==> src/rtl/sha_msg_padder_if.sv <==
// Handshake bundle of the SHA-256 message padder: byte-beat input stream and
// 32-bit padded-word output stream.
interface sha_msg_padder_if #(
  parameter int IN_BYTES = 1
);
  localparam int NB_W = $clog2(IN_BYTES + 1);

  logic [8*IN_BYTES-1:0] in_data;
  logic                  in_valid;
  logic                  in_last;
  logic [NB_W-1:0]       in_nbytes;
  logic                  in_ready;
  logic [31:0]           out_word;
  logic                  out_valid;
  logic                  out_ready;
  logic [3:0]            out_idx;
  logic                  out_first;
  logic                  out_last;

  modport slave (
    input  in_data, in_valid, in_last, in_nbytes, out_ready,
    output in_ready, out_word, out_valid, out_idx, out_first, out_last
  );

  modport master (
    output in_data, in_valid, in_last, in_nbytes, out_ready,
    input  in_ready, out_word, out_valid, out_idx, out_first, out_last
  );
endinterface

==> src/rtl/sha_msg_padder.sv <==
// SHA-256 message front end: packs byte beats into big-endian words and appends
// the 0x80 marker, zero fill and 64-bit bit-length, 16 words per block.
module sha_msg_padder #(
  parameter int IN_BYTES = 1,
  parameter int LEN_W    = 64
) (
  input  logic            clk,
  input  logic            reset,
  sha_msg_padder_if.slave bus
);

  generate
    if (!(IN_BYTES == 1 || IN_BYTES == 2 || IN_BYTES == 4)) begin : g_bad_in_bytes
      $error("sha_msg_padder: IN_BYTES must be 1, 2 or 4");
    end
    if (LEN_W < 16 || LEN_W > 64) begin : g_bad_len_w
      $error("sha_msg_padder: LEN_W must be in 16..64");
    end
  endgenerate

  typedef enum logic [2:0] {S_LOAD, S_PAD, S_ZERO, S_LENHI, S_LENLO} state_e;

  state_e           state_q, state_d;
  logic [31:0]      asm_q, asm_d;
  logic [1:0]       bcnt_q, bcnt_d;
  logic [3:0]       widx_q, widx_d;
  logic [LEN_W-1:0] len_q, len_d;
  logic             pend_q, pend_d;   // asm_q holds a complete data word not yet in the output register
  logic             extra_q, extra_d;
  logic             first_pend_q, first_pend_d;
  logic [31:0]      out_word_q, out_word_d;
  logic             out_valid_q, out_valid_d;
  logic [3:0]       out_idx_q, out_idx_d;
  logic             out_first_q, out_first_d;
  logic             out_last_q, out_last_d;

  logic        out_free, in_ready, accept;
  logic        ld, ld_last;
  logic [31:0] ld_word, pad_word;
  logic [63:0] len64;
  logic [2:0]  nb_sum;

  assign out_free = !out_valid_q || bus.out_ready;
  assign in_ready = reset && (state_q == S_LOAD) && out_free;
  assign accept   = in_ready && bus.in_valid;
  assign len64    = 64'(len_q);
  assign nb_sum   = {1'b0, bcnt_q} + 3'(bus.in_nbytes);

  always_comb begin
    pad_word = 32'h8000_0000;
    case (bcnt_q)
      2'd1:    pad_word = {asm_q[31:24], 24'h80_0000};
      2'd2:    pad_word = {asm_q[31:16], 16'h8000};
      2'd3:    pad_word = {asm_q[31:8], 8'h80};
      default: pad_word = 32'h8000_0000;
    endcase
  end

  always_comb begin
    // NOTE: every _d takes its _q value first, so no path leaves a variable unassigned (no latches).
    state_d      = state_q;
    asm_d        = asm_q;
    bcnt_d       = bcnt_q;
    widx_d       = widx_q;
    len_d        = len_q;
    pend_d       = pend_q;
    extra_d      = extra_q;
    first_pend_d = first_pend_q;
    out_word_d   = out_word_q;
    out_valid_d  = out_valid_q;
    out_idx_d    = out_idx_q;
    out_first_d  = out_first_q;
    out_last_d   = out_last_q;
    ld           = 1'b0;
    ld_last      = 1'b0;
    ld_word      = 32'h0;

    if (out_valid_q && bus.out_ready) out_valid_d = 1'b0;

    case (state_q)
      S_LOAD: begin
        if (pend_q && out_free) begin
          ld      = 1'b1;
          ld_word = asm_q;
          pend_d  = 1'b0;
          asm_d   = 32'h0;
        end
        if (accept) begin
          // Legal beats never straddle a word, so bcnt_q + in_nbytes <= 4.
          for (int i = 0; i < IN_BYTES; i++) begin
            if (i < int'(bus.in_nbytes) && (int'(bcnt_q) + i) < 4)
              asm_d[8*(3 - int'(bcnt_q) - i) +: 8] = bus.in_data[8*(IN_BYTES-1-i) +: 8];
          end
          len_d  = len_q + LEN_W'({bus.in_nbytes, 3'b000});
          bcnt_d = nb_sum[1:0];
          if (nb_sum[2]) pend_d = 1'b1;
          if (bus.in_last) state_d = S_PAD;
        end
      end
      S_PAD: begin
        if (out_free) begin
          ld     = 1'b1;
          asm_d  = 32'h0;
          if (pend_q) begin
            ld_word = asm_q;
            pend_d  = 1'b0;
          end else begin
            ld_word = pad_word;
            bcnt_d  = 2'd0;
            extra_d = (widx_q >= 4'd14);
            state_d = (widx_q == 4'd13) ? S_LENHI : S_ZERO;
          end
        end
      end
      S_ZERO: begin
        // Leave one word early so the length words follow with no bubble.
        if (out_free) begin
          ld = 1'b1;
          if (widx_q == 4'd13 && !extra_q) state_d = S_LENHI;
        end
      end
      S_LENHI: begin
        if (out_free) begin
          ld      = 1'b1;
          ld_word = len64[63:32];
          state_d = S_LENLO;
        end
      end
      S_LENLO: begin
        if (out_free) begin
          ld      = 1'b1;
          ld_word = len64[31:0];
          ld_last = 1'b1;
          len_d   = '0;
          state_d = S_LOAD;
        end
      end
      default: state_d = S_LOAD;
    endcase

    if (ld) begin
      out_valid_d  = 1'b1;
      out_word_d   = ld_word;
      out_idx_d    = widx_q;
      out_first_d  = first_pend_q;
      out_last_d   = ld_last;
      widx_d       = widx_q + 4'd1;
      first_pend_d = ld_last;
      if (widx_q == 4'd15) extra_d = 1'b0;
    end
  end

  // NOTE: sequential state uses non-blocking assignments only, so every flop samples pre-edge values.
  always_ff @(posedge clk or negedge reset) begin
    if (!reset) begin
      state_q      <= S_LOAD;
      asm_q        <= 32'h0;
      bcnt_q       <= 2'd0;
      widx_q       <= 4'd0;
      len_q        <= '0;
      pend_q       <= 1'b0;
      extra_q      <= 1'b0;
      first_pend_q <= 1'b1;
      out_word_q   <= 32'h0;
      out_valid_q  <= 1'b0;
      out_idx_q    <= 4'd0;
      out_first_q  <= 1'b0;
      out_last_q   <= 1'b0;
    end else begin
      state_q      <= state_d;
      asm_q        <= asm_d;
      bcnt_q       <= bcnt_d;
      widx_q       <= widx_d;
      len_q        <= len_d;
      pend_q       <= pend_d;
      extra_q      <= extra_d;
      first_pend_q <= first_pend_d;
      out_word_q   <= out_word_d;
      out_valid_q  <= out_valid_d;
      out_idx_q    <= out_idx_d;
      out_first_q  <= out_first_d;
      out_last_q   <= out_last_d;
    end
  end

  assign bus.in_ready  = in_ready;
  assign bus.out_word  = out_word_q;
  assign bus.out_valid = out_valid_q;
  assign bus.out_idx   = out_idx_q;
  assign bus.out_first = out_first_q;
  assign bus.out_last  = out_last_q;

endmodule

==> src/flat_wrapper.sv <==
// flat-port wrapper written by rule: the top's interface ports become plain ports
module sha_msg_padder_flat 
#(
  parameter int IN_BYTES = 1,
  parameter int LEN_W    = 64
)
  (clk, reset, bus_in_data, bus_in_valid, bus_in_last, bus_in_nbytes, bus_out_ready, bus_in_ready, bus_out_word, bus_out_valid, bus_out_idx, bus_out_first, bus_out_last);
  sha_msg_padder_if #(.IN_BYTES(IN_BYTES)) bus_i ();
  input  logic clk;
  input  logic reset;
  input wire logic [$bits(bus_i.in_data)-1:0] bus_in_data;
  input wire logic [$bits(bus_i.in_valid)-1:0] bus_in_valid;
  input wire logic [$bits(bus_i.in_last)-1:0] bus_in_last;
  input wire logic [$bits(bus_i.in_nbytes)-1:0] bus_in_nbytes;
  input wire logic [$bits(bus_i.out_ready)-1:0] bus_out_ready;
  output wire logic [$bits(bus_i.in_ready)-1:0] bus_in_ready;
  output wire logic [$bits(bus_i.out_word)-1:0] bus_out_word;
  output wire logic [$bits(bus_i.out_valid)-1:0] bus_out_valid;
  output wire logic [$bits(bus_i.out_idx)-1:0] bus_out_idx;
  output wire logic [$bits(bus_i.out_first)-1:0] bus_out_first;
  output wire logic [$bits(bus_i.out_last)-1:0] bus_out_last;
  assign bus_i.in_data = bus_in_data;
  assign bus_i.in_valid = bus_in_valid;
  assign bus_i.in_last = bus_in_last;
  assign bus_i.in_nbytes = bus_in_nbytes;
  assign bus_i.out_ready = bus_out_ready;
  assign bus_in_ready = bus_i.in_ready;
  assign bus_out_word = bus_i.out_word;
  assign bus_out_valid = bus_i.out_valid;
  assign bus_out_idx = bus_i.out_idx;
  assign bus_out_first = bus_i.out_first;
  assign bus_out_last = bus_i.out_last;
  sha_msg_padder #(.IN_BYTES(IN_BYTES), .LEN_W(LEN_W)) u_core (.clk(clk), .reset(reset), .bus(bus_i));
endmodule
==> config.mk <==
export PLATFORM = sky130hd
export DESIGN_NAME = sha_msg_padder_flat
export DESIGN_NICKNAME = d
export VERILOG_FILES = /design/src/rtl/sha_msg_padder_if.sv /design/src/rtl/sha_msg_padder.sv /design/src/flat_wrapper.sv
export SDC_FILE = /design/constraint.sdc
export NUM_CORES = 1
export LEC_CHECK = 0
export ABC_AREA = 1
export BUFFER_PORTS_ARGS = -buffer_cell sky130_fd_sc_hd__buf_2
export CORE_MARGIN = 2
export CORE_UTILIZATION = 55
export DETAILED_ROUTE_END_ITERATION = 8
export GPL_ROUTABILITY_DRIVEN = 0
export PLACE_DENSITY = 0.76
export SYNTH_ARGS = -nofsm -noshare
export SYNTH_HDL_FRONTEND = slang
export SYNTH_SLANG_ARGS = --single-unit
==> constraint.sdc <==
create_clock -name clk -period 5.2 [get_ports clk]
set_input_delay 0.52 -clock clk [delete_from_list [all_inputs] [get_ports clk]]
set_output_delay 0.52 -clock clk [all_outputs]
set_load 0.01 [all_outputs]
# Word level (Yosys, flattened, before mapping)
# Index checks and enable logic that the tools add are counted.
# word_totals
register_bits,147
latch_bits,0
ramBits,0
mem_bits_ro,0
input_bits,14
output_inout_bits,40
elab_cells,106
n_memories,0
# op_classes
n_addsub,5
n_mul,0
n_div,0
n_lt_le_gt_ge,3
eq_ne,17
n_shift,2
mux,47
bitwise_logic,0
n_reduce_logical,19
# op_table
op,n
$mux W32,10
$mux W64,2
$pmux W32 S4,1
$pmux W64 S2,1
$pmux W32 S3,1
$add A64 B4 Y64,1
$pmux W32 S2,1
$neg A32 Y33,1
$shift A8 B33 Y32 const A,1
$shiftx A8 B33 Y32,1
$bwmux W32,1
$mux W3,8
$mux W1,15
$pmux W3 S5,1
$ne A2 B1 Y1 const B,6
$eq A4 B4 Y1 const B,2
$reduce_and A8 Y1,1
$logic_and A1 B1 Y1,7
$eq A3 B2 Y1 const B,2
$mux W2,3
$reduce_bool A2 Y1,3
$add A4 B1 Y4 const B,1
$eq A2 B2 Y1 const B,2
$ge A4 B4 Y1 const B,1
other kinds (17),20

# Longest topological paths before layout
# Gate-level depths: netlist of run 1.
# logic_depth
depth_word,9
depth_mapped,12
mapped_depth_nobuf,12

# Worst setup path after synthesis of run 1
# Ideal clock, no wire load.
# synth_timing
kind,input to register
start,in bus_in_nbytes
end,"reg u_core.len_q[51], in the netlist u_core.len64[51]"
setup_ns,0.119
t_arrival_ns,1.892
required_time_ns,5.081
path_slack_ns,3.189
path_stages,11
n_path_buf,0
path_cell_list,ha_1 ha_1 inv_1 nor2_1 nand3_2 nor2_2 nand2_1 nor2_8 nand3_1 nand2_1 nor2_1
# synth_via
elab_chain_len,3
# synth_lines
item,line_no,text
from (decl),flat_wrapper.sv:14,input wire logic [$bits(bus_i.in_nbytes)-1:0] bus_in_nbytes;
$add A64 B4 Y64,sha_msg_padder.sv:94,"len_d = len_q + LEN_W'({bus.in_nbytes, 3'b000});"
$mux W64,sha_msg_padder.sv:88,if (accept) begin
$pmux W64 S2,sha_msg_padder.sv:80,case (state_q)
to (signal assigned),sha_msg_padder.sv:174,len_q <= len_d;
to (decl),sha_msg_padder.sv:27,"logic [LEN_W-1:0] len_q, len_d;"
# Every way passes these cells. The select of a mux whose other input is x is not followed.
# A chain may end at the register's enable or synchronous reset.

# Worst setup path after layout of run 1
# layout_timing
start,reg u_core.state_q[1]
end,"reg u_core.out_word_q[6], in the netlist u_core.bus.out_word[6]"
# layout_via
elab_chain_len,3
word_cells_on_any_way,8
classes_between,4 x eq/ne; 2 x mux; 2 x reduce/logical
# layout_lines
item,line_no,text
from (decl),sha_msg_padder.sv:23,"state_e state_q, state_d;"
from (signal assigned),sha_msg_padder.sv:170,state_q <= state_d;
"$eq A3 B1 Y1, or another cell as far along",sha_msg_padder.sv:80,
$reduce_or A4 Y1 (no source line),n/a,
$pmux W1 S2,sha_msg_padder.sv:80,
to (signal assigned),sha_msg_padder.sv:178,out_word_q <= out_word_d;
to (decl),sha_msg_padder.sv:31,"logic [31:0] out_word_q, out_word_d;"
# Parallel ways exist; a longest one is shown, timed or not.

==> results.cfg, run 1 <==
[run_status]
status = finished, final reports clean

[detailed_routing]
routed_wl_mm = 23.80
detail-route-antenna-nets = 0
vias = 8049
drtIter0Drc = 802
viasPerCell = 5.737
first_pass_iters = 5
drc = 0
wl_per_cell_um = 16.96

[clock_network]
clock_latency_ns = 0.43
h-tree-depth = 4
cts.sinks = 144
cts_hold_buf = 0
post_cts_buffers = 0
cts_buffer_depth = 2
cts_buffers = 17
cts_tree = done
cts_resized = 0
root_buffer = clkbuf_16
clk_pin_slew_worst_paths_ns = 0.06

[setup_path]
cp_cell_sequence = nor2_4 > nand2_2 > nor2_2 > inv_2 > o2111ai_1
slowest_delay_ns = 0.94
start_kind = register
end_kind = register
rr_worst_depth = 5
worstPathArrival_ns = 3.44
crit_type = reg2reg
cp_max_fo = 52
required_ns = 5.53
slowest_stage = nor2_2

[global_routing]
track_usage_pct = 31.20
grt_max_degree = 84
grt_pass1_wl_mm = 39.21
antenna_found_initial = 0
grt-ovfl-total = 0
grt_pass1_vias = 7500

[sta]
max_slew_margin_pct = 25.42
fin_crit_ns = 3.108
setup_viol = 0
worst_pin_slew_ns = 1.117
fmax_mhz = 321.8
grt_setup_unrepaired = no
setup_tns_ns = 0
period_share_pct = 59.76
slew_violations = 0
hold_viol_final = 0
setup_slack_ns = 2.092
fin_skew_ns = 0.01010
hold_slack_ns = 0.05772

[power]
p_comb_share_pct = 30.5
ir_worst_vdd_uv = 246.6
power.static_leakage_nw = 4.656
p_sw_mw = 1.481
p_seq_share_pct = 35.2
clock_power_share_pct = 34.3
total_power_mw = 3.786
p_int_mw = 2.305
swShare_pct = 39.12
powerDensity_mw_per_mm2 = 406.6

[floorplan]
die_h_um = 127.0
core_area_mm2 = 0.01464
die_area_mm2 = 0.01613
initial_core_util_pct = 56.81
num_io_pins = 54
die_w_um = 127.0
core.rowCount = 44

[yosys]
synth_top_area_share_pct = 43.01
synth_fp_nets = 1183
netlist_top_cells_count = 416 x nand2_1, 181 x nor2_1, 143 x dfrtp_1
synth-seq-cells = 144
avgSynthCellArea_um2 = 7.190
synth_area_leader_cell = dfrtp_1
synth_ff_type = dfrtp_1
yosysMostFrequentCell = nand2_1
yosysUniqueCellTypes = 45
synth-edff-count = 0
ys_warn_count = 0
async_flop_share_pct = 100.0
synth_cells = 1157
synth.area.top_cells = dfrtp_1 43%, nand2_1 19%, nor2_1 8.2%
seq_area_frac_synth_pct = 43.33
synth.cell_area_mm2 = 0.008319

[placed_design]
dpl.cell_count = 1372
io_buffer_count = 53
place_ws_ns = 2.123
placed_area_mm2 = 0.008695
dp_hpwl_mm = 17.42

[layout]
syn_to_final_growth_pct = 11.93
layout-drive-gt1-share_pct = 10.75
diodes = 0
nets = 1233
final_cells = 1403
fin_util_pct = 63.59
nFillCells = 1311
fin_area_mm2 = 0.009311

[worst_hold_path]
hold_path.class = in2async

[flow_run]
maxCapViolCount = 0
## final cells by class
type,instances,area [µm²],share of cell area [%]
multi-input combinational,892,4204,45.15
inverter,97,369.1,3.964
clock inverter,12,183.9,1.975
timing repair buffer,55,286.5,3.077
sequential,144,3605,38.71
tap,184,230.2,2.472
clock buffer,19,432.9,4.649
## cells by family after synthesis
logic type / after synthesis / synth area share (%)
simple gates: 769 / 40.44
flops: 144 / 43.33
buf+inv: 121 / 6.136
compound gates: 108 / 7.971
fa+ha+maj: 12 / 1.805
xor+xnor: 3 / 0.3159
## worst paths after layout
path | slack [ns] | startpoint | end
setup / recovery | 2.09 | u_core.state_q[1]$_DFFE_PN0P_ | u_core.bus.out_word[6]$_DFFE_PN0P_
hold / removal | 0.06 | reset | u_core.bus.out_idx[3]$_DFFE_PN0P_
setup reg to reg | 2.09 | u_core.state_q[1]$_DFFE_PN0P_ | u_core.bus.out_word[6]$_DFFE_PN0P_
hold reg to reg | 0.47 | u_core.bus.out_first$_DFFE_PN0P_ | u_core.bus.out_first$_DFFE_PN0P_
max in group asynchronous | 3.69 | reset | u_core.len64[60]$_DFFE_PN0P_
min in group clk | 0.35 | bus_in_data[7] | u_core.asm_q[7]$_DFFE_PN0P_
## power by group through the flow
stage | Combinational, mW | Clock, mW | Sequential, mW
finish | 1.15 | 1.30 | 1.33
global route | 1.29 | 1.35 | 1.34
CTS | 1.15 | 1.30 | 1.33
detailed placement | 1.13 | 0 | 1.35
global placement | 1.13 | 0 | 1.34
floorplan | 0.903 | 0 | 1.33
## routing by layer
metal	up-vias	wire length, µm	global-route usage (%)
met3	56	2096	6.742
li1	3839	-	-
met2	385	10490	47.15
met1	3769	10580	45.65
met5	-	0	0
met4	0	633	9.179
## state kept, by name, indices dropped and copies added, names as in the netlist
name / flops
u_core.asm_q: 32
u_core.bcnt_q: 2
u_core.bus.out_first: 1
u_core.bus.out_idx: 4
u_core.bus.out_last: 1
u_core.bus.out_valid: 1
u_core.bus.out_word: 32
u_core.extra_q: 1
u_core.first_pend_q: 1
u_core.len64: 61
u_core.pend_q: 1
u_core.state_q: 3
u_core.widx_q: 4
## cell usage in the layout, fill, tap and decap left out, drive strengths merged
master and count:
a21oi 37, a22oi 13, a31oi 1, and2 1, and3 1, buf 55, bufinv 4, clkbuf 19
clkinv 6, clkinvlp 2, dfrtp 143, dfstp 1, ha 12, inv 97, nand2 422, nand3 98
nand4 28, nor2 202, nor3 13, nor3b 2, nor4 2, o2111ai 14, o21ai 42, o31ai 1
xnor2 1, xor2 2
## critical path: cells and delay by family (launching register included)
kind | cells | cell delay, ns
buffers and inverters | 1 | 0.66
AO/OA/AOI/OAI | 1 | 0.40
AND/OR/NAND/NOR | 3 | 1.44
flip-flops | 1 | 0.48
No activity file was read; power rests on OpenSTA's default activity.
==> run 2, diff against run 1 <==
==> constraint.sdc (replaced) <==
create_clock -name clk -period 3 [get_ports clk]
set_input_delay 0.3 -clock clk [delete_from_list [all_inputs] [get_ports clk]]
set_output_delay 0.3 -clock clk [all_outputs]
set_load 0.01 [all_outputs]
==> results.cfg, run 2 (same netlist as run 1, synthesis figures left out) <==
[clock_network]
root_buffer = clkbuf_16
cts_tree = done
clk_pin_slew_worst_paths_ns = 0.06
cts_resized = 0
cts_buffer_depth = 2
cts.sinks = 144
cts_buffers = 17
h-tree-depth = 4
clock_latency_ns = 0.44
post_cts_buffers = 0

[global_routing]
grt_use_met3_pct = 6.575
use_met1_pct = 44.64
antenna_found_initial = 0
busiest_layer = met2
grt_pass1_vias = 7390
grt_pass1_wl_mm = 38.70
grt_max_degree = 78
track_usage_pct = 31.01
grt-ovfl-total = 0
grt_use_met2_pct = 47.06

[setup_path]
startpoint = u_core.state_q[2]$_DFFE_PN0P_
rrSetupSlack_ns = 0.73
r2r_start = u_core.state_q[2]$_DFFE_PN0P_
required_ns = 3.36
end_kind = register
worstPathArrival_ns = 2.63
start_kind = register
cp_max_fo = 32
crit_type = reg2reg

[sta]
fin_crit_ns = 2.269
fmax_mhz = 440.7
slew_violations = 0
period_share_pct = 75.64
hold_viol_final = 0
max_slew_margin_pct = 34.94
hold_slack_ns = 0.1156
worst_pin_slew_ns = 0.9745
setup_viol = 0
setup_slack_ns = 0.7309
grt_setup_unrepaired = no
fin_skew_ns = 0.007775
setup_tns_ns = 0

[power]
ir_worst_vdd_uv = 475.5
powerDensity_mw_per_mm2 = 694.6
power.static_leakage_nw = 4.663

[layout]
largest_reg_flops = 61
syn_to_final_growth_pct = 12.26
layout_commonest_cell = nand2_1
final_cell_mix = 416 x nand2_1, 181 x nor2_1, 143 x dfrtp_1
nets = 1237
layout-drive-gt1-share_pct = 11.19
diodes = 0

[worst_hold_path]
hold_path.class = in2reg
holdCritStartpoint = bus_in_data[2]

[run_status]
status = finished, final reports clean

[detailed_routing]
detail-route-antenna-nets = 0
routed_wl_mm = 23.94
vias = 8075
first_pass_iters = 6
drtIter0Drc = 992
drc = 0
viasPerCell = 5.735
wl_per_cell_um = 17.01

[flow_run]
maxCapViolCount = 0

[floorplan]
core_area_mm2 = 0.01464
die_w_um = 127.0
initial_core_util_pct = 56.81
num_io_pins = 54
core.rowCount = 44
die_h_um = 127.0
die_area_mm2 = 0.01613

[placed_design]
place_ws_ns = 0.6774
dp_hpwl_mm = 17.80
io_buffer_count = 53
-- run 2: changes by cell type in the layout (fill, tap and decap cells not counted) --
cell / before / now
clkbuf_8: 0 / 3
buf_4: 2 / 4
clkinv_4: 3 / 1
inv_6: 2 / 1
clkinvlp_4: 2 / 6
clkbuf_1: 2 / 0
buf_12: 0 / 1
dlygate4sd3_1: 0 / 1
bufinv_16: 4 / 2
clkinv_2: 1 / 2
-- run 2: where the power goes --
part	switching [mW]	internal (mW)
Clock	0.857	1.29
Sequential	0.176	2.13
Combinational	1.52	0.513
-- run 2: metrics by stage --
stage | instance area (µm²) | power (mW) | utilization, % | instances
3_3_place_gp | 8730 | 4.295 | 59.61 | 1375
5_1_grt | 9339 | 6.852 | 63.77 | 1408
4_1_cts | 9339 | 6.481 | 63.77 | 1408
3_5_place_dp | 8730 | 4.329 | 59.61 | 1375
2_1_floorplan | 8319 | 3.871 | - | 1157
6_report | 9339 | 6.487 | 63.77 | 1408
-- run 2: path summary, 6_finish.rpt --
kind / end / cells after the start
setup / recovery: u_core.len64[41]$_DFFE_PN0P_ / 10
hold / removal: u_core.asm_q[2]$_DFFE_PN0P_ / 3
setup reg to reg: u_core.len64[41]$_DFFE_PN0P_ / 10
hold reg to reg: u_core.bus.out_idx[3]$_DFFE_PN0P_ / 2
max in group asynchronous: u_core.len64[27]$_DFFE_PN0P_ / 3
min in group asynchronous: u_core.widx_q[3]$_DFFE_PN0P_ / 2
-- run 2: timing repair --
| action | 4_1_cts | 5_1_grt |
|---|---|---|
| hold buffers | 1 | 0 |
| hold endpoints to repair | 24 | 0 |
| endpoints found under the setup margin | 0 | 0 |
-- run 2: metal layers --
layer	vias up	share of wire, %
met4	0	2.9
met5	-	0
met2	396	45
li1	3850	-
met1	3770	44
met3	59	8.4
-- run 2: layout make-up --
class / instances / area (µm²)
Tap cell: 184 / 230.2
Sequential cell: 144 / 3605
Multi-Input combinational cell: 892 / 4204
Fill cell: 1300 / 5305
Timing Repair Buffer: 59 / 331.6
Clock inverter: 12 / 132.6
Inverter: 97 / 369.1
Clock buffer: 20 / 466.7
-- run 2: critical path, cell delays in order, from the launching register on --
cell	delay, ns
dfrtp_1	0.49
inv_1	0.17
nand2_4	0.23
inv_4	0.13
o21ai_4	0.11
nand2_8	0.25
inv_4	0.36
nand3_1	0.16
nand2_1	0.09
nand2_1	0.05
nor2_1	0.12
